### config.mk
export PLATFORM = sky130hd
export DESIGN_NAME = fdtd_update_engine
export DESIGN_NICKNAME = d
export VERILOG_FILES = /design/src/rtl/fdtd_pkg.sv /design/src/rtl/fdtd_mac.sv /design/src/rtl/fdtd_update_engine.sv
export SDC_FILE = /design/constraint.sdc
export NUM_CORES = 2
export LEC_CHECK = 0
export ABC_CLOCK_PERIOD_IN_PS = 10800
export CAP_MARGIN = 40
export CORE_UTILIZATION = 32
export DETAILED_ROUTE_END_ITERATION = 12
export GPL_TIMING_DRIVEN = 1
export PLACE_DENSITY_LB_ADDON = 0.3
export SLEW_MARGIN = 30
export SYNTH_ARGS = -nofsm -noshare
export SYNTH_HDL_FRONTEND = slang
export SYNTH_SLANG_ARGS = --single-unit
### constraint.sdc
create_clock -name CLK -period 10.8 [get_ports CLK]
set_clock_uncertainty 0.15 [all_clocks]
set_input_delay 3.24 -clock CLK [delete_from_list [all_inputs] [get_ports CLK]]
set_output_delay 3.24 -clock CLK [all_outputs]
set_load 0.05 [all_outputs]
### src/rtl/fdtd_pkg.sv
// Shared types and constants for the FDTD field-update engine: FSM state
// encoding, field-mode encoding and the read-to-write pipeline latency.
package fdtd_pkg;

    typedef enum logic [1:0] {
        ST_IDLE  = 2'd0,
        ST_READ  = 2'd1,
        ST_DRAIN = 2'd2,
        ST_DONE  = 2'd3
    } fdtd_state_t;

    localparam logic MODE_HY = 1'b0;
    localparam logic MODE_EZ = 1'b1;

    // Cycles from a read enable to the write strobe of the result it completes.
    localparam int PIPE_LATENCY = 3;

endpackage

### src/rtl/fdtd_mac.sv
// Update arithmetic: base + ((coef * (plus - minus)) >>> COEF_FRAC_BITS), one output register.
// Macro FDTD_UPDATE_SAT_EN selects saturation of the final sum; otherwise the sum wraps.
module fdtd_mac
    import fdtd_pkg::*;
#(
    parameter int FDTD_DATA_WIDTH = 32,
    parameter int COEF_FRAC_BITS  = 16
) (
    input  logic                               CLK,
    input  logic                               RST,
    input  logic                               valid_i,
    input  logic signed [FDTD_DATA_WIDTH-1:0]  base_i,
    input  logic signed [FDTD_DATA_WIDTH-1:0]  plus_i,
    input  logic signed [FDTD_DATA_WIDTH-1:0]  minus_i,
    input  logic signed [FDTD_DATA_WIDTH-1:0]  coef_i,
    output logic                               valid_o,
    output logic signed [FDTD_DATA_WIDTH-1:0]  result_o
);

    localparam int D  = FDTD_DATA_WIDTH;
    localparam int PW = 2 * D + 1;

    logic signed [D:0]    diff;
    logic signed [PW-1:0] coef_x;
    logic signed [PW-1:0] diff_x;
    logic signed [PW-1:0] prod;
    logic signed [D-1:0]  result_d;
`ifdef FDTD_UPDATE_SAT_EN
    logic signed [PW-1:0] scaled;
    logic signed [PW:0]   sum;
    logic                 ovf;
`endif

    always_comb begin
        // The difference carries one extra bit so opposite-signed extremes never wrap.
        diff   = {plus_i[D-1], plus_i} - {minus_i[D-1], minus_i};
        coef_x = {{(D+1){coef_i[D-1]}}, coef_i};
        diff_x = {{D{diff[D]}}, diff};
        prod   = coef_x * diff_x;
`ifdef FDTD_UPDATE_SAT_EN
        scaled = prod >>> COEF_FRAC_BITS;
        sum    = {scaled[PW-1], scaled} + {{(PW+1-D){base_i[D-1]}}, base_i};
        // Out of range whenever the bits above the result sign disagree with it.
        ovf    = ~(&sum[PW:D-1]) & (|sum[PW:D-1]);
        if (ovf) begin
            result_d = sum[PW] ? {1'b1, {(D-1){1'b0}}} : {1'b0, {(D-1){1'b1}}};
        end else begin
            result_d = sum[D-1:0];
        end
`else
        result_d = D'(prod >>> COEF_FRAC_BITS) + base_i;
`endif
    end

    always_ff @(posedge CLK) begin
        if (RST) begin
            valid_o  <= 1'b0;
            result_o <= '0;
        end else begin
            valid_o <= valid_i;
            if (valid_i) begin
                result_o <= result_d;
            end
        end
    end

endmodule

### src/rtl/fdtd_update_engine.sv
// Streams one line of old fields through the FDTD update and writes the new line.
// Build with macro FDTD_UPDATE_SAT_EN to saturate results instead of wrapping.
module fdtd_update_engine
    import fdtd_pkg::*;
#(
    parameter int FDTD_DATA_WIDTH   = 32,
    parameter int BUFFER_ADDR_WIDTH = 6,
    parameter int COEF_FRAC_BITS    = 16
) (
    input  logic                          CLK,
    input  logic                          RST,
    input  logic                          start_i,
    input  logic                          mode_i,
    input  logic [BUFFER_ADDR_WIDTH:0]    len_i,
    input  logic [FDTD_DATA_WIDTH-1:0]    coef_i,
    output logic                          rd_Hy_old_en_o,
    output logic                          rd_Ez_old_en_o,
    output logic [BUFFER_ADDR_WIDTH-1:0]  rd_Hy_old_addr_o,
    output logic [BUFFER_ADDR_WIDTH-1:0]  rd_Ez_old_addr_o,
    input  logic [FDTD_DATA_WIDTH-1:0]    Hy_old_i,
    input  logic [FDTD_DATA_WIDTH-1:0]    Ez_old_i,
    output logic                          wrt_Hy_n_en_o,
    output logic                          wrt_Ez_n_en_o,
    output logic [BUFFER_ADDR_WIDTH-1:0]  wrt_Hy_n_addr_o,
    output logic [BUFFER_ADDR_WIDTH-1:0]  wrt_Ez_n_addr_o,
    output logic [FDTD_DATA_WIDTH-1:0]    Hy_n_o,
    output logic [FDTD_DATA_WIDTH-1:0]    Ez_n_o,
    output logic                          busy_o,
    output logic                          done_o,
    output logic [1:0]                    dbg_state_o
);

    localparam int D = FDTD_DATA_WIDTH;
    localparam int A = BUFFER_ADDR_WIDTH;
    localparam logic [A:0] LEN_ONE = 1;

    // Handshake: start_i is a one-cycle request accepted only in IDLE; read data
    // is valid on Hy_old_i/Ez_old_i the cycle after its enable; each write strobe
    // is a single-cycle, unacknowledged store of data/address on the same cycle.

    fdtd_state_t          state;
    logic                 mode_q;
    logic [A:0]           len_q;
    logic signed [D-1:0]  coef_q;
    logic                 rd_en_q;
    logic [A-1:0]         rd_addr_q;
    logic                 done_q;
    logic                 phantom_q;

    logic                 s1_valid;
    logic                 s1_phantom;
    logic                 s1_first;
    logic signed [D-1:0]  hy_cur;
    logic signed [D-1:0]  ez_cur;
    logic signed [D-1:0]  hy_prev;
    logic signed [D-1:0]  ez_prev;

    logic                 s2_valid;
    logic signed [D-1:0]  s2_base;
    logic signed [D-1:0]  s2_plus;
    logic signed [D-1:0]  s2_minus;

    logic                 mac_valid;
    logic signed [D-1:0]  mac_result;
    logic [A:0]           wr_cnt;
    logic                 last_wr;

    assign last_wr = mac_valid && (wr_cnt == len_q - LEN_ONE);

    always_ff @(posedge CLK) begin
        if (RST) begin
            state     <= ST_IDLE;
            mode_q    <= MODE_HY;
            len_q     <= '0;
            coef_q    <= '0;
            rd_en_q   <= 1'b0;
            rd_addr_q <= '0;
            done_q    <= 1'b0;
            phantom_q <= 1'b0;
        end else begin
            done_q    <= 1'b0;
            phantom_q <= 1'b0;
            case (state)
                ST_IDLE: begin
                    if (start_i) begin
                        mode_q    <= mode_i;
                        len_q     <= len_i;
                        coef_q    <= coef_i;
                        rd_addr_q <= '0;
                        if (len_i == '0) begin
                            state  <= ST_DONE;
                            done_q <= 1'b1;
                        end else begin
                            state   <= ST_READ;
                            rd_en_q <= 1'b1;
                        end
                    end
                end
                ST_READ: begin
                    if ({1'b0, rd_addr_q} == len_q - LEN_ONE) begin
                        state     <= ST_DRAIN;
                        rd_en_q   <= 1'b0;
                        rd_addr_q <= '0;
                        // Hy results lag one read; a zero "read len" flushes the last one.
                        phantom_q <= (mode_q == MODE_HY);
                    end else begin
                        rd_addr_q <= rd_addr_q + A'(1);
                    end
                end
                ST_DRAIN: begin
                    if (last_wr) begin
                        state  <= ST_DONE;
                        done_q <= 1'b1;
                    end
                end
                ST_DONE: begin
                    state <= ST_IDLE;
                end
                default: begin
                    state <= ST_IDLE;
                end
            endcase
        end
    end

    always_comb begin
        hy_cur = s1_phantom ? '0 : Hy_old_i;
        ez_cur = s1_phantom ? '0 : Ez_old_i;
    end

    // Stage 1 sees read data; stage 2 holds the operands presented to the MAC.
    always_ff @(posedge CLK) begin
        if (RST) begin
            s1_valid   <= 1'b0;
            s1_phantom <= 1'b0;
            s1_first   <= 1'b0;
            hy_prev    <= '0;
            ez_prev    <= '0;
            s2_valid   <= 1'b0;
            s2_base    <= '0;
            s2_plus    <= '0;
            s2_minus   <= '0;
        end else begin
            s1_valid   <= rd_en_q | phantom_q;
            s1_phantom <= phantom_q;
            s1_first   <= rd_en_q && (rd_addr_q == '0);
            if (s1_valid) begin
                hy_prev <= hy_cur;
                ez_prev <= ez_cur;
            end
            if (mode_q == MODE_EZ) begin
                s2_valid <= s1_valid & ~s1_phantom;
                s2_base  <= ez_cur;
                s2_plus  <= hy_cur;
                s2_minus <= s1_first ? '0 : hy_prev;
            end else begin
                s2_valid <= s1_valid & ~s1_first;
                s2_base  <= hy_prev;
                s2_plus  <= ez_cur;
                s2_minus <= ez_prev;
            end
        end
    end

    fdtd_mac #(
        .FDTD_DATA_WIDTH (D),
        .COEF_FRAC_BITS  (COEF_FRAC_BITS)
    ) u_mac (
        .CLK      (CLK),
        .RST      (RST),
        .valid_i  (s2_valid),
        .base_i   (s2_base),
        .plus_i   (s2_plus),
        .minus_i  (s2_minus),
        .coef_i   (coef_q),
        .valid_o  (mac_valid),
        .result_o (mac_result)
    );

    always_ff @(posedge CLK) begin
        if (RST || state == ST_IDLE) begin
            wr_cnt <= '0;
        end else if (mac_valid) begin
            wr_cnt <= wr_cnt + LEN_ONE;
        end
    end

    assign rd_Hy_old_en_o   = rd_en_q;
    assign rd_Ez_old_en_o   = rd_en_q;
    assign rd_Hy_old_addr_o = rd_addr_q;
    assign rd_Ez_old_addr_o = rd_addr_q;

    assign wrt_Hy_n_en_o    = mac_valid && (mode_q == MODE_HY);
    assign wrt_Ez_n_en_o    = mac_valid && (mode_q == MODE_EZ);
    assign wrt_Hy_n_addr_o  = wr_cnt[A-1:0];
    assign wrt_Ez_n_addr_o  = wr_cnt[A-1:0];
    assign Hy_n_o           = (mode_q == MODE_HY) ? mac_result : '0;
    assign Ez_n_o           = (mode_q == MODE_EZ) ? mac_result : '0;

    assign busy_o      = (state != ST_IDLE);
    assign done_o      = done_q;
    assign dbg_state_o = state;

endmodule

==> metrics.md <==
| Metric | Value |
|---|---|
| I/O Buffers | 202 |
| Count leader, synth | inv_1 |
| Top post-synthesis cells by count | inv_1, fa_1, and2_1 |
| #FFs+latches synth | roughly 260 |
| Synth top area cells | fa_1, dfxtp_1, inv_1, and2_1, ha_1 |
| Final wirelength | between 100000 and 150000 um |
| Main synth FF type | dfxtp_1 |
| Antenna violations before repair | 4 |
| Buffer levels on the longest clock path | 3 |
| Most used cell, CP | fa_1 |
| CTS Root Cell | clkbuf_16 |
| Hold worst-path end | s1_valid$_SDFF_PP0_ |
| Hold WS | 302 ps |
| CTS tree | yes |
| Post-synthesis async set-or-reset flop share | 0% |
| Largest net degree at the start of global routing | 97 |
| Register area share after synthesis | 12.2% |
| Cells on worst reg2reg path | a little under 50 |
| Worst path bufs/invs | 8 |
| Hold buffers post-CTS | 0 |
| Vias per cell | 4.58 |
| Worst hold start | phantom_q$_SDFF_PP0_ |
| Startpoint Class | flip-flop |
| Syn avg cell area | between 9 and 10 um^2 |
| PnR worst setup slack | -499 ps |
| Final hold vios | 0 |
| Synth Cell Area | 41800 um^2 |
| Worst Path Class, Setup | flip-flop to flip-flop |
| First-pass DRT Iterations | 5 |
| Post-Synth Adder-Cell Area | 47.8% |
| Setup-failing EPs final | 11 |
| Site Rows | 132 |
| Hold path depth | 1 |
| Die Span Y | approximately 360 um |
| Clock period minus worst slack | 11300 ps |
| Layout cells sized above 1 | 12.5% |
| Failing checks | negative setup slack |
| Max incr delay on CP | 570 ps |
| RSZ-0062 raised after global routing | true |
| Max Fclk | around 89 MHz |
| Area post-placement | about 48000 um^2 |
| Htree depth | 1 |
| Cell family with most CP delay | adder cells |
| Mapped Nets | ~5800 |
| Iter 0 DRT Violations | 1480 |
| Yosys top cell area share | 40.6% |
| Cell variety after synth | 64 |
| Post-synth EDFFs | 0 |
| Gr ovfl total | 0 |
| Reg clk slew, reported paths | 60 ps |
| Max Slew Vio Count | 0 |
| Maxcap violations | 0 |
| First-pass GRT wire length | about 190000 um |
| Initial core utilization | 32.3% |
| Crit-path max FO | 4 |
| Synth area leader | fa_1 |
| TritonCTS buffer count | 29 |
| Worst R2R End | u_mac.result_o[31]$_SDFFE_PP0P_ |
| CTS sink cnt | 255 |
| Worst slack at placement | -879 ps |
| GPL Wtd Cong | approximately 0.86 |
| Post-route ant nets | 0 |
| Reg2reg start | s2_minus[11]$_SDFF_PP0_ |
| Flop-to-flop setup slack | -500 ps |
| Routed len/inst | 17.6 um |
| Slew HR | 47.7% |
| Complex-gate fraction of the synthesized area | 5.11% |
| Largest family of logic cells by synthesized area | adder cells |
| Mux cell area share after synthesis | 2.88% |
| Fin crit share | 105% |
| Skew-Pair Late Insertion Delay | 580 ps |
| Layout overhead on the synthesized area | 20.2% |
| Post-route cell area | 50200 um^2 |
| Kind of end point of the critical path | flip-flop |
| Gr usage total | 18.7% |
| Hold crit path type | flip-flop to flip-flop |
| XOR/XNOR share of the synthesized area | between 3 and 4% |
| Horiz. Die Dim | 363 um |
| Syn Inst Count | 4603 |
| Slowest cell on crit path | fa_1 |
| Vias in the first global route | 33700 |
| I/O Pins | 203 |
| Nets | 6182 |
| Ys Warns | 0 |
| Core area | about 130000 um^2 |
| Drc violations | 0 |
| Fill count | about 13000 |
| DIE AREA | roughly 130000 um^2 |
| Post-detail-place hpwl | 100000 um |
| Req. time, crit path | 11120 ps |
| Fin cells | 6755 |
| Worst slew pin tran | approximately 800 ps |
| Cells after DPL | 6662 |
| Arrival time worst endpoint | 11620 ps |
| Status | finished, violations left |
| DR vias | slightly above 30000 |
| Post-Synth Simple-Gate Area | 18.4% |
[repair_timing]
| item | 4_1_cts | 5_1_grt |
|---|---|---|
| endpoints found under the setup margin | 16 | 21 |
| setup buffers | 25 | 20 |
| gates resized for setup | 81 | 81 |
| pin swaps | 61 | 56 |
[sequential cells by signal, summed over array words and instances (netlist names), 2 cells and up]
name and count:
coef_q 32, s2_plus 32, hy_prev 32, len_q 7, wr_cnt 7, s2_base 32, rd_Ez_old_addr_o 6, ez_prev 32
dbg_state_o 2, u_mac.result_o 32, s2_minus 32
[layout by cell type (no fill, tap or decap), drive strengths merged, types with 3 or more instances in the layout]
cell / instances
xor2: 37
and3: 32
clkbuf: 40
nand4: 14
nand2: 468
clkdlybuf4s50: 201
a31oi: 13
a211oi: 13
buf: 421
fa: 848
clkinvlp: 3
nor3: 22
dfxtp: 255
a22o: 33
and2: 501
a21o: 36
ha: 238
or2: 3
mux2i: 120
nand3: 18
or3: 8
o21ai: 40
inv: 885
clkinv: 6
nand2b: 42
o211ai: 7
nor2: 239
xnor2: 99
a21oi: 146
o21a: 18
and4: 3
xnor3: 5
nor4: 4
o21bai: 10
nor2b: 153
[final cells by class]
class / count / area (um^2) / area share (%)
multi-input combinational: 3198 / 33200 / 66.1
timing repair buffer: 623 / 5450 / 10.9
sequential: 255 / 5110 / 10.2
inverter: 882 / 3310 / 6.59
tap: 1742 / 2180 / 4.34
clock buffer: 39 / 813 / 1.62
clock inverter: 14 / 156 / 0.311
antenna: 2 / 5.00 / 0.00996
[cell families (layout without fill, tap and decap cells)]
group                      Yosys count  after routing
AOI/OAI and AO/OA                  338            338
xor gates and xnor gates           141            141
adders and majority gates         1086           1086
buffers and inverters             1150           1558
DFF                                255            255
muxes                              120            120
other                                0              2
and+or+nand+nor                   1513           1513
[worst max-delay path by stage]
stage / endpoint / startpoint / cells after the start
2_1_floorplan: u_mac.result_o[31]$_SDFFE_PP0P_ / s2_minus[11]$_SDFF_PP0_ / 49
3_3_place_gp: u_mac.result_o[31]$_SDFFE_PP0P_ / s2_minus[1]$_SDFF_PP0_ / 51
3_5_place_dp: u_mac.result_o[31]$_SDFFE_PP0P_ / s2_minus[1]$_SDFF_PP0_ / 52
4_1_cts: u_mac.result_o[31]$_SDFFE_PP0P_ / s2_plus[0]$_SDFF_PP0_ / 50
5_1_grt: u_mac.result_o[31]$_SDFFE_PP0P_ / s2_plus[0]$_SDFF_PP0_ / 50
6_report: u_mac.result_o[31]$_SDFFE_PP0P_ / s2_minus[11]$_SDFF_PP0_ / 49
[per-layer routing]
metal | wire length [um] | up-vias | part of all wire, % | GRT usage [%]
met2 | 55300 | 647 | 46 | 30.6
met5 | 31 | - | 0.026 | 0
li1 | - | 14400 | - | -
met1 | 54900 | 15700 | 46 | 25.8
met4 | 2370 | 4 | 2.0 | 3.74
met3 | 6560 | 114 | 5.5 | 3.20
[metrics by stage]
step	setup TNS, ps	util [%]
2_1_floorplan	-76.8	-
3_3_place_gp	-5960	37.2
3_5_place_dp	-7150	37.2
4_1_cts	-2710	38.4
5_1_grt	-9330	38.8
6_report	-3240	38.8
Power is left out: the tool's default activity adds up to more than one toggle a clock period on the data nets, which glitch-free logic cannot reach.
